$ cat src/rtl/pipe_pkg.sv
// Shared definitions for the CPU pipeline stage registers: occupancy states,
// default widths and the NOP bubble payload.
package pipe_pkg;

    typedef enum logic [1:0] {
        PS_EMPTY = 2'd0,
        PS_ONE   = 2'd1,
        PS_TWO   = 2'd2
    } pipe_state_e;

    localparam int PIPE_WIDTH = 70;
    localparam int PIPE_CNT_W = 16;

    localparam logic [PIPE_CNT_W-1:0] PIPE_CNT_SAT = {PIPE_CNT_W{1'b1}};

    // NOP encoding loaded into every stage on reset and flush.
    localparam logic [PIPE_WIDTH-1:0] PIPE_NOP = {PIPE_WIDTH{1'b0}};

endpackage

$ cat src/rtl/pipe_data_reg.sv
// One payload entry of a pipeline stage: load-enabled register that returns
// to the bubble value on reset.
module pipe_data_reg
    import pipe_pkg::*;
#(
    parameter int               WIDTH     = PIPE_WIDTH,
    parameter logic [WIDTH-1:0] RST_VALUE = {WIDTH{1'b0}}
) (
    input  logic             clk,
    input  logic             rst,
    input  logic             i_en,
    input  logic [WIDTH-1:0] i_d,
    output logic [WIDTH-1:0] o_q
);

    logic [WIDTH-1:0] r_q;

    always_ff @(posedge clk or negedge rst) begin
        if (!rst) begin
            r_q <= RST_VALUE;
        end else if (i_en) begin
            r_q <= i_d;
        end
    end

    assign o_q = r_q;

endmodule

$ cat src/rtl/pipe_stage_reg.sv
// Valid/ready pipeline stage register with optional skid entry, synchronous
// flush to bubble, and a saturating backpressure counter.
module pipe_stage_reg
    import pipe_pkg::*;
#(
    parameter int               WIDTH        = PIPE_WIDTH,
    parameter int               SKID         = 1,
    parameter logic [WIDTH-1:0] BUBBLE_VALUE = {WIDTH{1'b0}},
    parameter int               CNT_W        = PIPE_CNT_W
) (
    input  logic             clk,
    input  logic             rst,
    input  logic             flush,
    input  logic             in_valid,
    output logic             in_ready,
    input  logic [WIDTH-1:0] in_data,
    output logic             out_valid,
    input  logic             out_ready,
    output logic [WIDTH-1:0] out_data,
    output logic [CNT_W-1:0] stall_count
);

    localparam logic [CNT_W-1:0] CNT_MAX = {CNT_W{1'b1}};

    function automatic logic [CNT_W-1:0] sat_inc(input logic [CNT_W-1:0] v);
        return (v == CNT_MAX) ? CNT_MAX : v + 1'b1;
    endfunction

    pipe_state_e      r_state;
    pipe_state_e      w_state_nxt;
    logic             w_accept;
    logic             w_drain;
    logic             w_main_en;
    logic             w_skid_en;
    logic [WIDTH-1:0] w_main_d;
    logic [WIDTH-1:0] w_skid_d;
    logic [WIDTH-1:0] w_main_q;
    logic [WIDTH-1:0] w_skid_q;
    logic [CNT_W-1:0] r_stall_cnt;

    assign out_valid   = (r_state != PS_EMPTY);
    assign out_data    = w_main_q;
    assign stall_count = r_stall_cnt;
    assign w_accept    = in_valid & in_ready;
    assign w_drain     = out_valid & out_ready;

    pipe_data_reg #(
        .WIDTH     (WIDTH),
        .RST_VALUE (BUBBLE_VALUE)
    ) u_main (
        .clk  (clk),
        .rst  (rst),
        .i_en (w_main_en),
        .i_d  (w_main_d),
        .o_q  (w_main_q)
    );

    // With a skid entry, in_ready is a pure decode of the state flop so the
    // upstream never sees a combinational path from out_ready.
    generate
        if (SKID != 0) begin : g_skid
            pipe_data_reg #(
                .WIDTH     (WIDTH),
                .RST_VALUE (BUBBLE_VALUE)
            ) u_skid (
                .clk  (clk),
                .rst  (rst),
                .i_en (w_skid_en),
                .i_d  (w_skid_d),
                .o_q  (w_skid_q)
            );
            assign in_ready = (r_state != PS_TWO);
        end else begin : g_noskid
            assign w_skid_q = BUBBLE_VALUE;
            assign in_ready = (r_state == PS_EMPTY) | out_ready;
        end
    endgenerate

    always_comb begin
        w_state_nxt = r_state;
        w_main_en   = 1'b0;
        w_main_d    = in_data;
        w_skid_en   = 1'b0;
        w_skid_d    = in_data;
        if (flush) begin
            w_state_nxt = PS_EMPTY;
            w_main_en   = 1'b1;
            w_main_d    = BUBBLE_VALUE;
            w_skid_en   = 1'b1;
            w_skid_d    = BUBBLE_VALUE;
        end else begin
            case (r_state)
                PS_EMPTY: begin
                    if (w_accept) begin
                        w_state_nxt = PS_ONE;
                        w_main_en   = 1'b1;
                    end
                end
                PS_ONE: begin
                    if (w_accept && w_drain) begin
                        w_main_en = 1'b1;
                    end else if (w_accept) begin
                        w_state_nxt = PS_TWO;
                        w_skid_en   = 1'b1;
                    end else if (w_drain) begin
                        w_state_nxt = PS_EMPTY;
                    end
                end
                PS_TWO: begin
                    if (w_drain) begin
                        w_state_nxt = PS_ONE;
                        w_main_en   = 1'b1;
                        w_main_d    = w_skid_q;
                        w_skid_en   = 1'b1;
                        w_skid_d    = BUBBLE_VALUE;
                    end
                end
                default: w_state_nxt = PS_EMPTY;
            endcase
        end
    end

    always_ff @(posedge clk or negedge rst) begin
        if (!rst) begin
            r_state <= PS_EMPTY;
        end else begin
            r_state <= w_state_nxt;
        end
    end

    // Backpressure counter keeps counting across flushes; only reset clears it.
    always_ff @(posedge clk or negedge rst) begin
        if (!rst) begin
            r_stall_cnt <= '0;
        end else if (out_valid && !out_ready) begin
            r_stall_cnt <= sat_inc(r_stall_cnt);
        end
    end

endmodule

$ cat config.mk
export PLATFORM = sky130hd
export DESIGN_NAME = pipe_stage_reg
export DESIGN_NICKNAME = d
export VERILOG_FILES = /design/src/rtl/pipe_pkg.sv /design/src/rtl/pipe_data_reg.sv /design/src/rtl/pipe_stage_reg.sv
export SDC_FILE = /design/constraint.sdc
export NUM_CORES = 1
export LEC_CHECK = 0
export CAP_MARGIN = 20
export CORE_ASPECT_RATIO = 1.75
export CORE_UTILIZATION = 45
export CTS_BUF_LIST = sky130_fd_sc_hd__clkbuf_4 sky130_fd_sc_hd__clkbuf_8
export CTS_CLUSTER_DIAMETER = 30
export DETAILED_ROUTE_END_ITERATION = 8
export DONT_BUFFER_PORTS = 1
export SYNTH_ARGS = -nofsm -noshare
export SYNTH_HDL_FRONTEND = slang
export SYNTH_SLANG_ARGS = --single-unit
$ cat constraint.sdc
create_clock -name clk -period 2.25 [get_ports clk]
set_clock_uncertainty 0.1 [all_clocks]
set_input_delay 0.1125 -clock clk [delete_from_list [all_inputs] [get_ports clk]]
set_output_delay 0.1125 -clock clk [all_outputs]
set_load 0.1 [all_outputs]
==> After elaboration in Yosys (flattened, before gate mapping) <==
Cells that the tools add are included.
W data, S select, Z words.
{ "totals": {"mem_bits_rw": 0, "mem_count": 0, "out_inout_bits": 88, "elab_cells": 43, "latchBits": 0, "romBits": 0, "register_bits": 158, "inputBits": 75} }
{ "op_classes": {"n_bitwise": 2, "n_mux": 22, "n_div": 0, "reduce_logical": 6, "n_shift": 0, "addsub": 1, "eq_ne": 8, "n_mul": 0, "magnitude_cmp": 0} }
{ "ops": {"columns": ["cell", "n"], "rows": [
  ["$mux W70", 6],
  ["$add A16 B1 Y16 const B", 1],
  ["$eq A16 B16 Y1 const B", 1],
  ["$mux W16", 1],
  ["$mux W2", 6],
  ["$ne A3 B3 Y1 const B", 3],
  ["$mux W1", 6],
  ["$pmux W2 S3", 1],
  ["$ne A4 B4 Y1 const B", 1],
  ["$reduce_and A4 Y1", 1],
  ["$pmux W1 S3", 1],
  ["$and A1 B1 Y1", 2],
  ["$eq A2 B1 Y1 const B", 1],
  ["$eq A2 B2 Y1 const B", 1],
  ["$logic_and A1 B1 Y1", 2],
  ["$logic_not A2 Y1", 1],
  ["$ne A2 B2 Y1 const B", 1],
  ["$pmux W1 S2", 1],
  ["$reduce_bool A2 Y1", 1],
  ["$logic_not A1 Y1", 1]
]} }

==> Longest topological paths before layout <==
{ "logic_depth": {"word_depth": 7, "mapped_depth": 9, "depth_no_buf": 6} }

==> Hierarchy <==
Synthesis repeated with hierarchy kept, for this count alone.
{ "unflattened": {"cells_unflattened": 562, "hier_area_um2": 7966.4} }
{ "by_module_without_submodules": {"columns": ["module", "instances", "seq_area_each_um2", "area_each_um2", "cells_per_inst"], "rows": [
  ["pipe_data_reg", 2, 1751.7, 2954.1, 148],
  ["pipe_stage_reg", 1, 450.4, 2058.2, 266]
]} }

==> Worst setup path before layout <==
Ideal clock, no wire load.
{ "synth_timing": {"kind": "reg2reg", "startpoint": "register r_stall_cnt[7], in the netlist stall_count[7]", "endpoint": "register r_stall_cnt[15], in the netlist stall_count[15]", "path_buffers": 0, "arrival_time_ps": 2318, "t_required_ps": 2024, "stages_incl_launch_ff": 5, "setup_ps": 126, "period_less_slack_ps": 2544, "slack_ps": -294, "cell_sequence": "dfrtp_1 nand4_1 or2_2 nor4_1 mux2_2"} }
{ "synth_between": {"elab_chain_len": 2, "word_cells_on_any_way": 3, "classes_between": "1 x add/sub; 1 x eq/ne; 1 x mux"} }
{ "synth_lines": {"columns": ["item", "line_no", "text"], "rows": [
  ["start: declaration", "pipe_stage_reg.sv:39", "logic [CNT_W-1:0] r_stall_cnt;"],
  ["start signal: assignment", "pipe_stage_reg.sv:136", "r_stall_cnt <= sat_inc(r_stall_cnt);"],
  ["$add A16 B1 Y16 or $eq A16 B16 Y1 (tied branches)", "pipe_stage_reg.sv:26", "return (v == CNT_MAX) ? CNT_MAX : v + 1'b1;"],
  ["$mux W16 (*)", "pipe_stage_reg.sv:26", null]
]} }
Mark *: on every way between the ends. The rest lies on a longest branch, timed or not.
A chain may end at the register's enable or synchronous reset.

==> Worst setup path in the final report <==
{ "layout_timing": {"startpoint": "register r_state[1]", "endpoint": "register g_skid.u_skid.r_q[19], in the netlist g_skid.u_skid.o_q[19]"} }
{ "layout_between": {"elab_chain_len": 6, "word_cells_on_any_way": 15, "classes_between": "3 x eq/ne; 8 x mux; 2 x bitwise; 2 x reduce/logical"} }
{ "layout_lines": {"columns": ["item", "line_no", "text"], "rows": [
  ["start: declaration", "pipe_stage_reg.sv:29", "pipe_state_e r_state;"],
  ["start signal: assignment", "pipe_stage_reg.sv:127", "r_state <= w_state_nxt;"],
  ["$ne A2 B2 Y1 or $reduce_bool A2 Y1 (tied branches)", "pipe_stage_reg.sv:72, pipe_stage_reg.sv:41", null],
  ["$and A1 B1 Y1 (on tied branches)", "pipe_stage_reg.sv:44, pipe_stage_reg.sv:45", null],
  ["$mux W1 or $logic_and A1 B1 Y1 (tied branches)", "pipe_stage_reg.sv:102, pipe_stage_reg.sv:100", null],
  ["$mux W1", "pipe_stage_reg.sv:100", "if (w_accept && w_drain) begin"],
  ["$pmux W1 S2", "pipe_stage_reg.sv:92", "case (r_state)"],
  ["$mux W1", "pipe_stage_reg.sv:85", "if (flush) begin"],
  ["end signal: assignment", "pipe_data_reg.sv:22", "r_q <= i_d;"],
  ["end: declaration", "pipe_data_reg.sv:16", "logic [WIDTH-1:0] r_q;"]
]} }
Parallel ways exist; a longest one is shown, timed or not.

==> impl_metrics.env <==
export IMPL_status="finished, violations left"
export IMPL_violations="hold timing"
export IMPL_drive_gt1_share_pct=31.9
export IMPL_top_layer="met4"
export IMPL_synth_area_mm2=0.00676
export IMPL_ys_warnings_count=0
export IMPL_cap_violations=0
export IMPL_initial_utilization_pct=46.6
export IMPL_ys_top_cells_by_area="dfrtp_1 (58%), o221a_2 (12%), a22o_1 (9.1%)"
export IMPL_dp_hpwl_um=10900
export IMPL_multi_input_area_mm2=0.00258
export IMPL_worstSetupPathType="flop to flop"
export IMPL_drtIter0Drc=354
export IMPL_async_flop_share_pct=100
export IMPL_whs_ns=-0.749
export IMPL_synth_edf_count=0
export IMPL_grt_pass1_wl_um=29300
export IMPL_pin_count=163
export IMPL_synthTopCellsByCount="dfrtp_1 (158), nor2_1 (151), a22o_1 (70), o221a_2 (70), clkbuf_1 (38)"
export IMPL_ant_nets=0
export IMPL_clk_pin_slew_worst_paths_ns=0.10
export IMPL_yosysMostFrequentCell="dfrtp_1"
export IMPL_yosysSeqAreaShare_pct=58.5
export IMPL_grt_max_degree=159
export IMPL_power_density_mw_per_mm2=1250
export IMPL_stdcell_count=929
export IMPL_cp_data_arrival_time_ns=2.44
export IMPL_synth_top_area_share_pct=58.5
export IMPL_met1_length_um=7440
export IMPL_worstSkewPairLatency_ns=0.44
export IMPL_antenna_found_initial=0
export IMPL_port_buffer_count=0
export IMPL_ys_ff_latch=158
export IMPL_coreArea_mm2=0.0145
export IMPL_drc=0
export IMPL_finalCritPeriodShare_pct=96.3
export IMPL_drt_wl_total_um=18400
export IMPL_ir_drop_uv=701
export IMPL_globalRouteOverflowTotal=0
export IMPL_die_w_um=94.7
export IMPL_synth_nets=662
export IMPL_synth_top_flop_cell="dfrtp_1"
export IMPL_met3_length_um=1030
export IMPL_met2_length_um=9530
export IMPL_root_buffer="clkbuf_8"
export IMPL_postCtsHoldBufs=73
export IMPL_numCtsBuffers=17
export IMPL_fmax_mhz=461
export IMPL_fin_nets=816
export IMPL_grt_pass1_vias=5903
export IMPL_die_h_um=164
export IMPL_htreeDepth=4
export IMPL_fin_crit_ns=2.17
export IMPL_netlist_instances=582
export IMPL_timing_final_ws_setup_ns=0.0826
export IMPL_clk_path_buf_depth=2
export IMPL_num_vias=5442
export IMPL_syn_area_per_cell_um2=11.6
export IMPL_tightest_slew_ns=0.459
export IMPL_num_rows=58
export IMPL_areaGrowthSynthToFinish_pct=33.0
export IMPL_slew_viol_final=0
export IMPL_track_usage_pct=24.3
export IMPL_n_antenna_cell=0
export IMPL_die_area_mm2=0.0155
export IMPL_seqCellArea_mm2=0.00397
export IMPL_power_leakage_nw=4.43
export IMPL_placedCellCount=818
export IMPL_dr_pass1_iters=5
export IMPL_start_kind="flop"
export IMPL_setup_violations=0
export IMPL_cp_required_ns=2.53
export IMPL_n_fill_cell=1168
export IMPL_synth_distinct_cells=38
export IMPL_wire_per_inst_um=19.8
export IMPL_cts_sinks=158
export IMPL_via_per_inst=5.86
export IMPL_gp_congestion=0.815
export IMPL_tritoncts="yes"
export IMPL_relSlewSlack_pct=69.2
export IMPL_endpoint_kind="flop"
export IMPL_synth_top_cell_by_area="dfrtp_1"
export IMPL_hold_class="primary input to asynchronous set/reset pin"
export IMPL_hold_violations=158
export IMPL_pre_cts_ws_ns=0.0397
export IMPL_crit_path_max_fanout=15
==> registers in the layout (all words and copies together), names as in the netlist <==
register / flops
r_state: 2
stall_count: 16
g_skid.u_skid.o_q: 70
u_main.o_q: 70
==> cell type report <==
cell class | instances | area share (%)
Clock buffer | 19 | 2.91
Clock inverter | 13 | 2.25
Inverter | 7 | 0.292
Multi-Input combinational cell | 370 | 28.7
Sequential cell | 158 | 44.1
Tap cell | 180 | 2.51
Timing Repair Buffer | 182 | 19.2
==> per-layer routing <==
layer  vias to the layer above  track usage, %
li1                       2462               -
met1                      2768            29.0
met2                       184            42.3
met3                        28            5.42
met4                         0            8.54
met5                         -               0
==> worst paths after layout <==
path	startpoint	endpoint	slack (ns)	depth (start not counted)
min in group clk	flush	g_skid.u_skid.o_q[24]	0.02	3
hold reg to reg	g_skid.u_skid.o_q[26]	g_skid.u_skid.o_q[26]	0.40	1
max in group asynchronous	rst	g_skid.u_skid.o_q[12]	2.52	0
setup / recovery	r_state[1]	g_skid.u_skid.o_q[19]	0.08	8
hold / removal	rst	u_main.o_q[25]	-0.75	0
setup reg to reg	r_state[1]	g_skid.u_skid.o_q[19]	0.08	8
==> timing repair <==
item                       in CTS  in global routing
buffers inserted                0                  3
gates resized for setup         0                  6
setup endpoints to repair       0                 91
hold endpoints to repair      303                158
==> metrics by stage <==
stage	power [mW]	hold WS, ns	util, %	instance area (um^2)	TNS [ns]
after global routing	11.6	-0.780	61.9	8990	-0.00233
after floorplan	7.49	-0.283	-	6770	0
after detailed placement	8.66	-0.279	52.9	7680	0
after global placement	8.58	-0.279	52.9	7680	0
after CTS	11.3	-0.779	61.3	8890	0
final	11.3	-0.749	61.9	8990	0
==> cells by family (layout without fill, tap and decap cells) <==
kind of cell               count (synthesis)  in the layout  share of synthesized area, %
and+or+nand+nor                          196            196                          12.8
AOI/OAI and AO/OA                        160            160                          22.5
DFF                                      158            158                          58.5
buffers and inverters                     54            221                          4.00
adders and majority gates                  5              5                         0.925
xor gates and xnor gates                   5              5                         0.648
muxes                                      4              4                         0.666
==> placed cells by master, fill, tap and decap left out, types with 5 or more instances in the layout <==
cell type / instances
dlygate4sd3_1: 72
a22o_1: 70
nor3_1: 5
nor2_1: 150
a31oi_1: 5
dfrtp_1: 148
o221a_2: 70
a21oi_1: 7
inv_1: 6
dfrtp_2: 10
nand2_1: 11
nand4_1: 5
clkbuf_8: 19
buf_12: 9
buf_4: 95
==> worst max-delay path, stage by stage, from the launching register on <==
cell and delay [ns]:
dfrtp_1 0.42, inv_1 0.12, ha_1 0.22, inv_1 0.07
or3_4 0.40, nor3b_4 0.29, buf_6 0.17, clkbuf_16 0.17
a22o_1 0.15
==> power breakdown <==
part           switching (mW)  internal (mW)
clock                    1.15           1.30
sequential              0.249           3.30
combinational            3.95           1.30
Note: power is estimated with default switching activity, not from simulation.
